<file path="config.mk">
export PLATFORM = sky130hd
export DESIGN_NAME = alu_iterative
export DESIGN_NICKNAME = d
export VERILOG_FILES = /design/src/rtl/alu_pkg.sv /design/src/rtl/alu_divider.sv /design/src/rtl/alu_iterative.sv
export SDC_FILE = /design/constraint.sdc
export NUM_CORES = 2
export LEC_CHECK = 0
export CORE_ASPECT_RATIO = 0.7
export CORE_MARGIN = 8
export CORE_UTILIZATION = 31
export DETAILED_ROUTE_END_ITERATION = 8
export DONT_BUFFER_PORTS = 1
export SLEW_MARGIN = 20
export SYNTH_ARGS = -nofsm -noshare
export SYNTH_HDL_FRONTEND = slang
export SYNTH_SLANG_ARGS = --single-unit
</file>
<file path="constraint.sdc">
create_clock -name clk -period 5.3 [get_ports clk]
set_input_delay 1.06 -clock clk [delete_from_list [all_inputs] [get_ports clk]]
set_output_delay 1.06 -clock clk [all_outputs]
set_load 0.02 [all_outputs]
</file>
<file path="src/rtl/alu_pkg.sv">
// rtl/alu_pkg.sv - shared encodings and FSM state type for the iterative ALU
package alu_pkg;

  localparam logic [2:0] INSN_OPIMM = 3'b000;
  localparam logic [2:0] INSN_OP    = 3'b001;

  localparam logic [2:0] F3_ADD  = 3'b000;
  localparam logic [2:0] F3_SLL  = 3'b001;
  localparam logic [2:0] F3_SLT  = 3'b010;
  localparam logic [2:0] F3_SLTU = 3'b011;
  localparam logic [2:0] F3_XOR  = 3'b100;
  localparam logic [2:0] F3_SRL  = 3'b101;
  localparam logic [2:0] F3_OR   = 3'b110;
  localparam logic [2:0] F3_AND  = 3'b111;

  localparam logic [2:0] F3_MUL    = 3'b000;
  localparam logic [2:0] F3_MULH   = 3'b001;
  localparam logic [2:0] F3_MULHSU = 3'b010;
  localparam logic [2:0] F3_MULHU  = 3'b011;
  localparam logic [2:0] F3_DIV    = 3'b100;
  localparam logic [2:0] F3_DIVU   = 3'b101;
  localparam logic [2:0] F3_REM    = 3'b110;
  localparam logic [2:0] F3_REMU   = 3'b111;

  localparam logic [6:0] F7_BASE = 7'b0000000;
  localparam logic [6:0] F7_ALT  = 7'b0100000;
  localparam logic [6:0] F7_MEXT = 7'b0000001;

  typedef enum logic [1:0] {IDLE, DIV, HOLD} alu_state_t;

endpackage

</file>
<file path="src/rtl/alu_divider.sv">
// rtl/alu_divider.sv - radix-2 restoring divider, one quotient bit per cycle
module alu_divider #(
  parameter int XLEN = 32
) (
  input  logic            clk,
  input  logic            rst,
  input  logic            start,
  input  logic [XLEN-1:0] dividend,
  input  logic [XLEN-1:0] divisor,
  input  logic            is_signed,
  input  logic            abort,
  output logic            done,
  output logic [XLEN-1:0] quotient,
  output logic [XLEN-1:0] remainder
);

  localparam int SHW = $clog2(XLEN);

  logic            active;
  logic [SHW-1:0]  count;
  logic [XLEN-1:0] quo;
  logic [XLEN-1:0] rem;
  logic [XLEN-1:0] dvs;
  logic            neg_q;
  logic            neg_r;

  logic [XLEN:0]   shifted;
  logic [XLEN:0]   diff;
  logic            ge;
  logic [XLEN-1:0] quo_nxt;
  logic [XLEN-1:0] rem_nxt;
  logic            sign_a;
  logic            sign_b;

  // One restoring step; outputs expose the step's result so the last bit is
  // available in the same cycle that done is raised.
  always_comb begin
    shifted   = {rem, quo[XLEN-1]};
    diff      = shifted - {1'b0, dvs};
    ge        = (shifted >= {1'b0, dvs});
    rem_nxt   = ge ? diff[XLEN-1:0] : shifted[XLEN-1:0];
    quo_nxt   = {quo[XLEN-2:0], ge};
    done      = active && (count == SHW'(XLEN - 1));
    quotient  = neg_q ? (~quo_nxt + 1'b1) : quo_nxt;
    remainder = neg_r ? (~rem_nxt + 1'b1) : rem_nxt;
  end

  assign sign_a = is_signed && dividend[XLEN-1];
  assign sign_b = is_signed && divisor[XLEN-1];

  // Load magnitudes on start, iterate while active, stop on done or abort.
  always_ff @(posedge clk or posedge rst) begin
    if (rst) begin
      active <= 1'b0;
      count  <= '0;
      quo    <= '0;
      rem    <= '0;
      dvs    <= '0;
      neg_q  <= 1'b0;
      neg_r  <= 1'b0;
    end else if (abort) begin
      active <= 1'b0;
      count  <= '0;
    end else if (start) begin
      active <= 1'b1;
      count  <= '0;
      quo    <= sign_a ? (~dividend + 1'b1) : dividend;
      rem    <= '0;
      dvs    <= sign_b ? (~divisor + 1'b1) : divisor;
      neg_q  <= sign_a ^ sign_b;
      neg_r  <= sign_a;
    end else if (active) begin
      quo <= quo_nxt;
      rem <= rem_nxt;
      if (done) begin
        active <= 1'b0;
        count  <= '0;
      end else begin
        count <= count + SHW'(1);
      end
    end
  end

endmodule

</file>
<file path="src/rtl/alu_iterative.sv">
// rtl/alu_iterative.sv - RV32/64 I+M execute ALU with handshakes and iterative divide
module alu_iterative
  import alu_pkg::*;
#(
  parameter int XLEN  = 32,
  parameter int M_EXT = 1,
  parameter int SHW   = $clog2(XLEN)
) (
  input  logic            clk,
  input  logic            rst,
  input  logic            flush,
  input  logic            in_valid,
  output logic            in_ready,
  input  logic [XLEN-1:0] op1,
  input  logic [XLEN-1:0] op2,
  input  logic [2:0]      funct3,
  input  logic [6:0]      funct7,
  input  logic [2:0]      insn_type,
  output logic            out_valid,
  input  logic            out_ready,
  output logic [XLEN-1:0] result,
  output logic            busy
);

  alu_state_t        state;
  logic              div_rem_q;
  logic              accept;

  logic [SHW-1:0]    shamt;
  logic              shf_base;
  logic              shf_alt;
  logic              is_divop;
  logic              div_by_zero;
  logic              div_ovf;
  logic              needs_div;
  logic              a_sgn;
  logic              b_sgn;
  logic [2*XLEN-1:0] a_ext;
  logic [2*XLEN-1:0] b_ext;
  logic [2*XLEN-1:0] prod;
  logic [XLEN-1:0]   sum;
  logic [XLEN-1:0]   sra_val;
  logic              slt;
  logic              sltu;
  logic [XLEN-1:0]   result_nxt;

  logic              div_done;
  logic [XLEN-1:0]   div_quotient;
  logic [XLEN-1:0]   div_remainder;

  assign in_ready = !flush && ((state == IDLE) || (state == HOLD && out_ready));
  assign accept   = in_valid && in_ready;

  // For XLEN=64 the low funct7 bit belongs to shamt, so only the upper bits gate legality.
  assign shamt    = op2[SHW-1:0];
  assign shf_base = (funct7[6:SHW-5] == F7_BASE[6:SHW-5]);
  assign shf_alt  = (funct7[6:SHW-5] == F7_ALT[6:SHW-5]);

  assign is_divop    = (M_EXT != 0) && (insn_type == INSN_OP) && (funct7 == F7_MEXT) && funct3[2];
  assign div_by_zero = (op2 == '0);
  assign div_ovf     = !funct3[0] && (op1 == {1'b1, {(XLEN-1){1'b0}}}) && (op2 == '1);
  assign needs_div   = is_divop && !div_by_zero && !div_ovf;

  // Single full-width multiplier; operand extension selects signedness per op.
  assign a_sgn = (funct3 == F3_MULH) || (funct3 == F3_MULHSU);
  assign b_sgn = (funct3 == F3_MULH);
  assign a_ext = {{XLEN{a_sgn & op1[XLEN-1]}}, op1};
  assign b_ext = {{XLEN{b_sgn & op2[XLEN-1]}}, op2};
  assign prod  = a_ext * b_ext;

  assign sum     = op1 + op2;
  assign sra_val = $unsigned($signed(op1) >>> shamt);
  assign slt     = ($signed(op1) < $signed(op2));
  assign sltu    = (op1 < op2);

  // Result for everything that completes in one cycle, including divide special cases.
  always_comb begin
    result_nxt = '0;
    if (insn_type == INSN_OPIMM) begin
      case (funct3)
        F3_ADD:  result_nxt = sum;
        F3_SLT:  result_nxt = {{(XLEN-1){1'b0}}, slt};
        F3_SLTU: result_nxt = {{(XLEN-1){1'b0}}, sltu};
        F3_XOR:  result_nxt = op1 ^ op2;
        F3_OR:   result_nxt = op1 | op2;
        F3_AND:  result_nxt = op1 & op2;
        F3_SLL:  result_nxt = shf_base ? (op1 << shamt) : '0;
        F3_SRL:  result_nxt = shf_base ? (op1 >> shamt) : (shf_alt ? sra_val : '0);
        default: result_nxt = '0;
      endcase
    end else if (insn_type == INSN_OP) begin
      if (funct7 == F7_BASE) begin
        case (funct3)
          F3_ADD:  result_nxt = sum;
          F3_SLL:  result_nxt = op1 << shamt;
          F3_SLT:  result_nxt = {{(XLEN-1){1'b0}}, slt};
          F3_SLTU: result_nxt = {{(XLEN-1){1'b0}}, sltu};
          F3_XOR:  result_nxt = op1 ^ op2;
          F3_SRL:  result_nxt = op1 >> shamt;
          F3_OR:   result_nxt = op1 | op2;
          F3_AND:  result_nxt = op1 & op2;
          default: result_nxt = '0;
        endcase
      end else if (funct7 == F7_ALT) begin
        if (funct3 == F3_ADD)      result_nxt = op1 - op2;
        else if (funct3 == F3_SRL) result_nxt = sra_val;
      end else if ((M_EXT != 0) && (funct7 == F7_MEXT)) begin
        if (!funct3[2])       result_nxt = (funct3 == F3_MUL) ? prod[XLEN-1:0] : prod[2*XLEN-1:XLEN];
        else if (div_by_zero) result_nxt = funct3[1] ? op1 : '1;
        else if (div_ovf)     result_nxt = funct3[1] ? '0 : op1;
      end
    end
  end

  alu_divider #(.XLEN(XLEN)) u_divider (
    .clk       (clk),
    .rst       (rst),
    .start     (accept && needs_div),
    .dividend  (op1),
    .divisor   (op2),
    .is_signed (!funct3[0]),
    .abort     (flush),
    .done      (div_done),
    .quotient  (div_quotient),
    .remainder (div_remainder)
  );

  // Handshake FSM with registered result, out_valid and busy.
  always_ff @(posedge clk or posedge rst) begin
    if (rst) begin
      state     <= IDLE;
      out_valid <= 1'b0;
      busy      <= 1'b0;
      result    <= '0;
      div_rem_q <= 1'b0;
    end else if (flush) begin
      state     <= IDLE;
      out_valid <= 1'b0;
      busy      <= 1'b0;
    end else begin
      case (state)
        IDLE, HOLD: begin
          if (accept) begin
            busy <= 1'b1;
            if (needs_div) begin
              state     <= DIV;
              out_valid <= 1'b0;
              div_rem_q <= funct3[1];
            end else begin
              state     <= HOLD;
              out_valid <= 1'b1;
              result    <= result_nxt;
            end
          end else if (state == HOLD && out_ready) begin
            state     <= IDLE;
            out_valid <= 1'b0;
            busy      <= 1'b0;
          end
        end
        DIV: begin
          if (div_done) begin
            state     <= HOLD;
            out_valid <= 1'b1;
            result    <= div_rem_q ? div_remainder : div_quotient;
          end
        end
        default: begin
          state     <= IDLE;
          out_valid <= 1'b0;
          busy      <= 1'b0;
        end
      endcase
    end
  end

endmodule

</file>
---- Word-level counts from Yosys, hierarchy flattened ----
Cells that the tools add are included.
operators by class
  add/subtract/negate cells ............... 8
  multiply operators ...................... 1
  divide/modulo/power cells ............... 0
  order comparisons ....................... 3
  equality and inequality tests ........... 21
  shifts and indexed selects .............. 3
  multiplexer cells ....................... 55
  bitwise logic cells ..................... 11
  reductions and logical operators ........ 34
operators with widths
  operator               number
  $mux 32                29
  $pmux 32 s8            2
  $add 32x1->32 const B  4
  $not 32->32            4
  $eq 32x32->1 const B   2
  $lt 32x32->1           2
  $mul 33x33->64         1
  $pmux 32 s2            1
  $sub 32x32->32         2
  $ge 33x32->1           1
  $add 32x32->32         1
  $and 32x32->32         1
  $logic_not 32->1       1
  $or 32x32->32          1
  $shl 32x5->32          1
  $shr 32x5->32          1
  $sshr 32x5->32         1
  $xor 32x32->32         1
  $mux 5                 4
  $logic_and 1x1->1      13
  $eq 3x3->1 const B     4
  $mux 1                 11
  $mux 2                 5
  $ne 2x2->1 const B     4
  26 further kinds       39
storage, ports and cells
  register bits ........................... 141
  latch bits .............................. 0
  memory bits (writable) .................. 0
  ROM bits ................................ 0
  input port bits ......................... 82
  output and inout bits ................... 35
  word-level logic and storage cells ...... 148
  memories kept ........................... 0

---- Logic depth before layout (Yosys ltp) ----
  word-level depth ........................ 14
  depth in mapped cells ................... 38

---- Hierarchy ----
Synthesis repeated with hierarchy kept, for this count alone.
second synthesis, totals
  cell total of the unflattened synthesis .. 7365
  area, all modules ....................... 59613.4 µm²
modules (own cells, without submodules)
  module         times used  cells each  area an instance (µm²)  seq. area each (µm²)
  alu_iterative  1           6155        50164.4                 900.9
  alu_divider    1           1210        9449.1                  2602.5

---- Worst setup path after synthesis ----
OpenSTA, ideal clock, no wires.
  kind .................................... input to register
  start ................................... input port funct3[2]
  end ..................................... register result[30]
  library setup time ...................... 86 ps
  arrival time ............................ 10119 ps
  data required time ...................... 5214 ps
  slack ................................... -4905 ps
  cell stages on the path ................. 36
  cell sequence ........................... clkbuf_1 -> clkbuf_1 -> buf_1 -> clkbuf_1 -> clkbuf_1 -> a21oi_1 -> nand3_1 -> inv_1 -> fa_1 -> inv_1 -> fa_1 -> inv_1 -> fa_1 -> inv_1 -> fa_1 -> inv_1 -> fa_1 -> fa_1 -> fa_1 -> inv_1 -> fa_1 -> inv_1 -> ha_1 -> a21oi_1 -> nand3b_1 -> nand2_1 -> a221oi_1 -> o21ai_0 -> a21o_1 -> mux2_2 -> nand2_1 -> o311a_1 -> o211ai_1 -> nand3_1 -> a21oi_1 -> nor3_1
on the way
  word-level cells in the longest chain between the ends .. 14
  elaborated cells between the ends (all ways) .. 31
  those cells by class .................... mul: 1; eq/ne: 8; mux: 14; bitwise: 2; reduce/logical: 6
ends and longest elaborated chain
  element                                          line                  RTL
  from (decl)                                      alu_iterative.sv:16   input logic [2:0] funct3,
  $eq 3x1->1 / $eq 3x2->1 (equally long branches)  --
  $logic_or 1x1->1                                 alu_iterative.sv:65   assign a_sgn = (funct3 == F3_MULH) || (funct3 == F3_MULHSU);
  $and 1x1->1                                      alu_iterative.sv:67   assign a_ext = {{XLEN{a_sgn & op1[XLEN-1]}}, op1};
  $mul 33x33->64                                   alu_iterative.sv:69   assign prod = a_ext * b_ext;
  $mux 32 (2 in a row)                             alu_iterative.sv:108  if (!funct3[2]) result_nxt = (funct3 == F3_MUL) ? prod[XLEN-1:0] : prod[2*XLEN-1:XLEN];
  $mux 32                                          alu_iterative.sv:107  end else if ((M_EXT != 0) && (funct7 == F7_MEXT)) begin
  $mux 32                                          alu_iterative.sv:104  end else if (funct7 == F7_ALT) begin
  $mux 32                                          alu_iterative.sv:92   if (funct7 == F7_BASE) begin
  $mux 32                                          alu_iterative.sv:91   end else if (insn_type == INSN_OP) begin
  $mux 32                                          alu_iterative.sv:79   if (insn_type == INSN_OPIMM) begin
  $mux 32                                          alu_iterative.sv:145  if (needs_div) begin
  $mux 32                                          alu_iterative.sv:143  if (accept) begin
  $pmux 32 s2                                      alu_iterative.sv:141  case (state)
  to (signal assigned)                             alu_iterative.sv:152  result <= result_nxt;
  to (signal assigned)                             alu_iterative.sv:164  result <= div_rem_q ? div_remainder : div_quotient;
  to (decl)                                        alu_iterative.sv:21   output logic [XLEN-1:0] result,
Several ways; a longest one is shown, not always the timed one. The select of a mux whose other input is x is not followed.
A chain may end at the register's enable or synchronous reset.

---- Worst setup path after layout ----
  start ................................... input port funct3[0]
  end ..................................... register result[25]
on the way
  word-level cells in the longest chain between the ends .. 14
  elaborated cells between the ends (all ways) .. 35
  those cells by class .................... mul: 1; eq/ne: 8; mux: 16; bitwise: 2; reduce/logical: 8
ends and longest elaborated chain
  element                                                       line
  $eq 3x1->1 (tied with other cells)                            --
  $logic_or 1x1->1 / $logic_and 1x1->1 (equally long branches)  alu_iterative.sv:65, alu_iterative.sv:61
  $and 1x1->1 / $logic_and 1x1->1 (equally long branches)       alu_iterative.sv:67, alu_iterative.sv:61
  $mul 33x33->64 / $mux 32 (equally long branches)              alu_iterative.sv:69, alu_iterative.sv:110
  $mux 32, on equally long branches                             alu_iterative.sv:108, alu_iterative.sv:109
  $mux 32                                                       alu_iterative.sv:108
  $mux 32                                                       alu_iterative.sv:107
  $mux 32                                                       alu_iterative.sv:104
  $mux 32                                                       alu_iterative.sv:92
  $mux 32                                                       alu_iterative.sv:91
  $mux 32                                                       alu_iterative.sv:79
  $mux 32                                                       alu_iterative.sv:145
  $mux 32                                                       alu_iterative.sv:143
  $pmux 32 s2                                                   alu_iterative.sv:141
Several ways; a longest one is shown, not always the timed one. The select of a mux whose other input is x is not followed.

==> key figures <==
Clocking
  – Cts hold-fix bufs: 0
  – CTS tree: yes
  – Clock buffer count from CTS: 17
  – Root Driver: clkbuf_16
  – Clk sink count: 140
  – Worst-skew pair later-pin latency: 0.46 ns
  – H-tree Lvls: 4
  – Clk buf depth: 2
  – Reg clk slew, reported paths: 0.07 ns

Logic synthesis
  – Number of flops mapped to enable cells by yosys: 0
  – Mux share of post-synthesis cell area: under 10%
  – Cell Area, Synth: roughly 59000 um2
  – Unique masters post-synth: 90
  – Synth Area in Compound Gates: between 10% and 20%
  – Primary FF master, synth: dfrtp_1
  – Sequential fraction of the synthesis area: 5.95%
  – Post-synthesis xor/xnor area fraction: about 3.6%
  – Ys async rst share: 100%
  – Adder-Cell Fraction of Synth Area: 45.8%
  – Post-Synth Simple-Gate Area: 16.0%
  – Post-Syn Instances: 7344
  – Largest family of logic cells by synthesized area: adder cells
  – Flop and latch count out of synthesis: 140
  – Synthesized area per cell: 8.01 um2
  – Post-synthesis net count: 8902
  – Synth warn: 0

Cells and area
  – Fin util: 37.1%
  – Fill count: a little under 20000
  – Commonest non-fill, non-tap cells in the layout: inv_1 (1254), fa_1 (1092), nand2_1 (1071)
  – Area growth from synthesis to layout: 18.8%
  – Commonest non-fill, non-tap cell in the layout: inv_1
  – Net count, final: 9245
  – Post-route insts no fill: a little over 10000
  – Layout cells sized above 1: 17.2%

Critical path
  – CP startpoint kind: input pin
  – Critical Path Max Stage Delay: 0.56 ns
  – Setup CP Type: input pin to flip-flop
  – Arrival time worst endpoint: 8.89 ns
  – Most used cell, CP: fa_1
  – Crit. path cell count: 33
  – Family with the most delay on the worst path: adder cells
  – CP Capture Type: flip-flop
  – CP Buf/Inv Count: 9
  – Worst-path maximum fanout: 54
  – FF-to-FF path depth: 18
  – Crit. Startpoint: funct3[0]
  – Reg-to-reg startpoint: u_divider.quo[31]$_DFFE_PP0P_
  – WP data required: around 5.6 ns
  – CP max-delay cell: fa_1

GRT
  – GRT Residual Overflow: 0
  – Met1 GRT Util: 40.2%
  – GRT Total Usage: 27.9%
  – Gr busiest metal: met1
  – Vias in the first global route: roughly 58000
  – Met3 Usage GRT: roughly a tenth
  – Pin count of the biggest net entering global routing: 141
  – GRT met2 Usage: 38.3%
  – First-pass GRT wire length: 420000 um
  – Initial antenna violation count: 21

Outcome
  – Status: finished with violations
  – Failing checks: negative setup slack

STA
  – RSZ-0062 raised after global routing: yes
  – Final setup TNS: -94.72 ns
  – Fmax achieved: approximately 120 MHz
  – Period utilisation layout: 161%
  – Worst Max-Slew Pin Slew: 1.10 ns
  – Final setup vio count: 32
  – Relative slew slack: about a quarter
  – Endpoints failing hold: 0
  – Fin crit period: 8.55 ns
  – Worst hold margin: 0.489 ns
  – Count of final max-slew check failures: 0
  – Max Clock Skew: 0.0142 ns
  – Setup ws final: -3.25 ns

Hold path
  – Tightest Hold Check Type: flip-flop to flip-flop
  – Worst Hold Launch: u_divider.dvs[28]$_DFFE_PP0P_
  – Hold depth: 2

Floorplan
  – I/O Pins: 117
  – Row count: ~130
  – Die W: 537 um
  – Initial Utilization: 31.3%
  – Die ar.: 204000 um2
  – Core box area: 188000 um2
  – Die H: 381 um

Place
  – Hpwl dp: approximately 220000 um
  – Placed Cells: 10100
  – RePlAce Congestion: 1.03
  – PortBufs: 0

Route
  – Drt first pass iters: 6
  – Vias post-DR: 57600
  – Final wirelength: 291000 um
  – Initial drt markers: 7733
  – Vias per cell: 5.64
  – Routed Antenna Nets: 0
  – Residual DRC count: 0
  – Avg WL per Cell: 28.5 um

Flow run
  – Max Cap Viol: 0
-- tightest hold or removal path, delay by kind of cell, from the launching register on --
kind            cells  cell delay, ns
flops               1            0.35
compound gates      1            0.06
simple gates        1            0.04
-- cell usage after synthesis, types with 30 or more instances --
library cell | count | area, um2
nand3_1 | 70 | 350
dfrtp_1 | 140 | 3500
xor2_1 | 59 | 517
xnor2_1 | 180 | 1580
o22ai_1 | 53 | 332
mux2i_1 | 79 | 791
a31oi_1 | 52 | 325
nand4_1 | 33 | 206
a211oi_1 | 55 | 413
inv_1 | 1307 | 4910
nor2_1 | 732 | 2750
mux4_2 | 47 | 1060
buf_1 | 116 | 435
o31ai_1 | 83 | 623
o21a_1 | 30 | 225
nor3_1 | 115 | 576
nand2_1 | 1100 | 4130
o211ai_1 | 38 | 285
or3_1 | 32 | 200
o21ai_0 | 326 | 1630
fa_1 | 1128 | 22600
ha_1 | 348 | 4350
a21o_1 | 53 | 398
a21oi_1 | 351 | 1760
a22oi_1 | 33 | 248
nand2b_1 | 34 | 213
clkbuf_1 | 333 | 1250
-- registers in the layout, summed over array words and instances, names as in the netlist, 5 cells and up --
signal / flops
u_divider.quo: 32
u_divider.dvs: 32
u_divider.rem: 32
result: 32
u_divider.count: 5
-- layout make-up --
type | instances | area, um2 | area share [%]
inverters | 1337 | 5160 | 7.38
well taps | 2497 | 3120 | 4.47
multi-input cells | 5396 | 50900 | 72.9
clock inverters | 15 | 175 | 0.251
diodes | 14 | 35.0 | 0.0501
repair buffers | 795 | 6550 | 9.37
clock buffers | 17 | 425 | 0.609
flip-flops and latches | 140 | 3500 | 5.01
-- stage by stage --
| stage | worst slack [ns] | area, um2 |
|---|---|---|
| global route | -3.37 | 69900 |
| floorplan | -3.63 | 59900 |
| global placement | -4.29 | 66800 |
| finish | -3.25 | 69900 |
| CTS | -3.09 | 69300 |
| detailed placement | -4.28 | 66800 |
-- path summary, 6_finish.rpt --
kind,endpoint,slack [ns]
max,result[25]$_DFFE_PP0P_,-3.25
min,u_divider.dvs[28]$_DFFE_PP0P_,0.49
max reg2reg,result[20]$_DFFE_PP0P_,0.24
min reg2reg,u_divider.dvs[28]$_DFFE_PP0P_,0.49
max in group asynchronous,u_divider.active$_DFF_PP0_,3.90
min in group asynchronous,result[5]$_DFFE_PP0P_,0.61
-- per-layer routing --
layer,vias up,routed length (um)
met5,-,99
met4,6,11200
met3,578,41500
met2,3838,114000
met1,29200,124000
li1,23900,-
-- repair_timing --
| item | 4_1_cts | 5_1_grt |
|---|---|---|
| pin swaps | 211 | 127 |
| endpoints found under the setup margin | 32 | 32 |
| cloned | 0 | 0 |
| setup buffers | 46 | 19 |
| resized for setup | 354 | 98 |
-- logic make-up (layout without fill, tap and decap cells) --
group	Yosys count	count (layout)
AO/OA/AOI/OAI	1287	1287
buffers and inverters	1808	2164
other	0	14
flip-flops	140	140
AND/OR/NAND/NOR	2257	2257
XOR/XNOR	239	239
adder cells (fa/ha/maj)	1476	1476
multiplexers	137	137
Power is not shown: default switching activity piles up to over one toggle a cycle in this logic, so the estimate is an artifact.
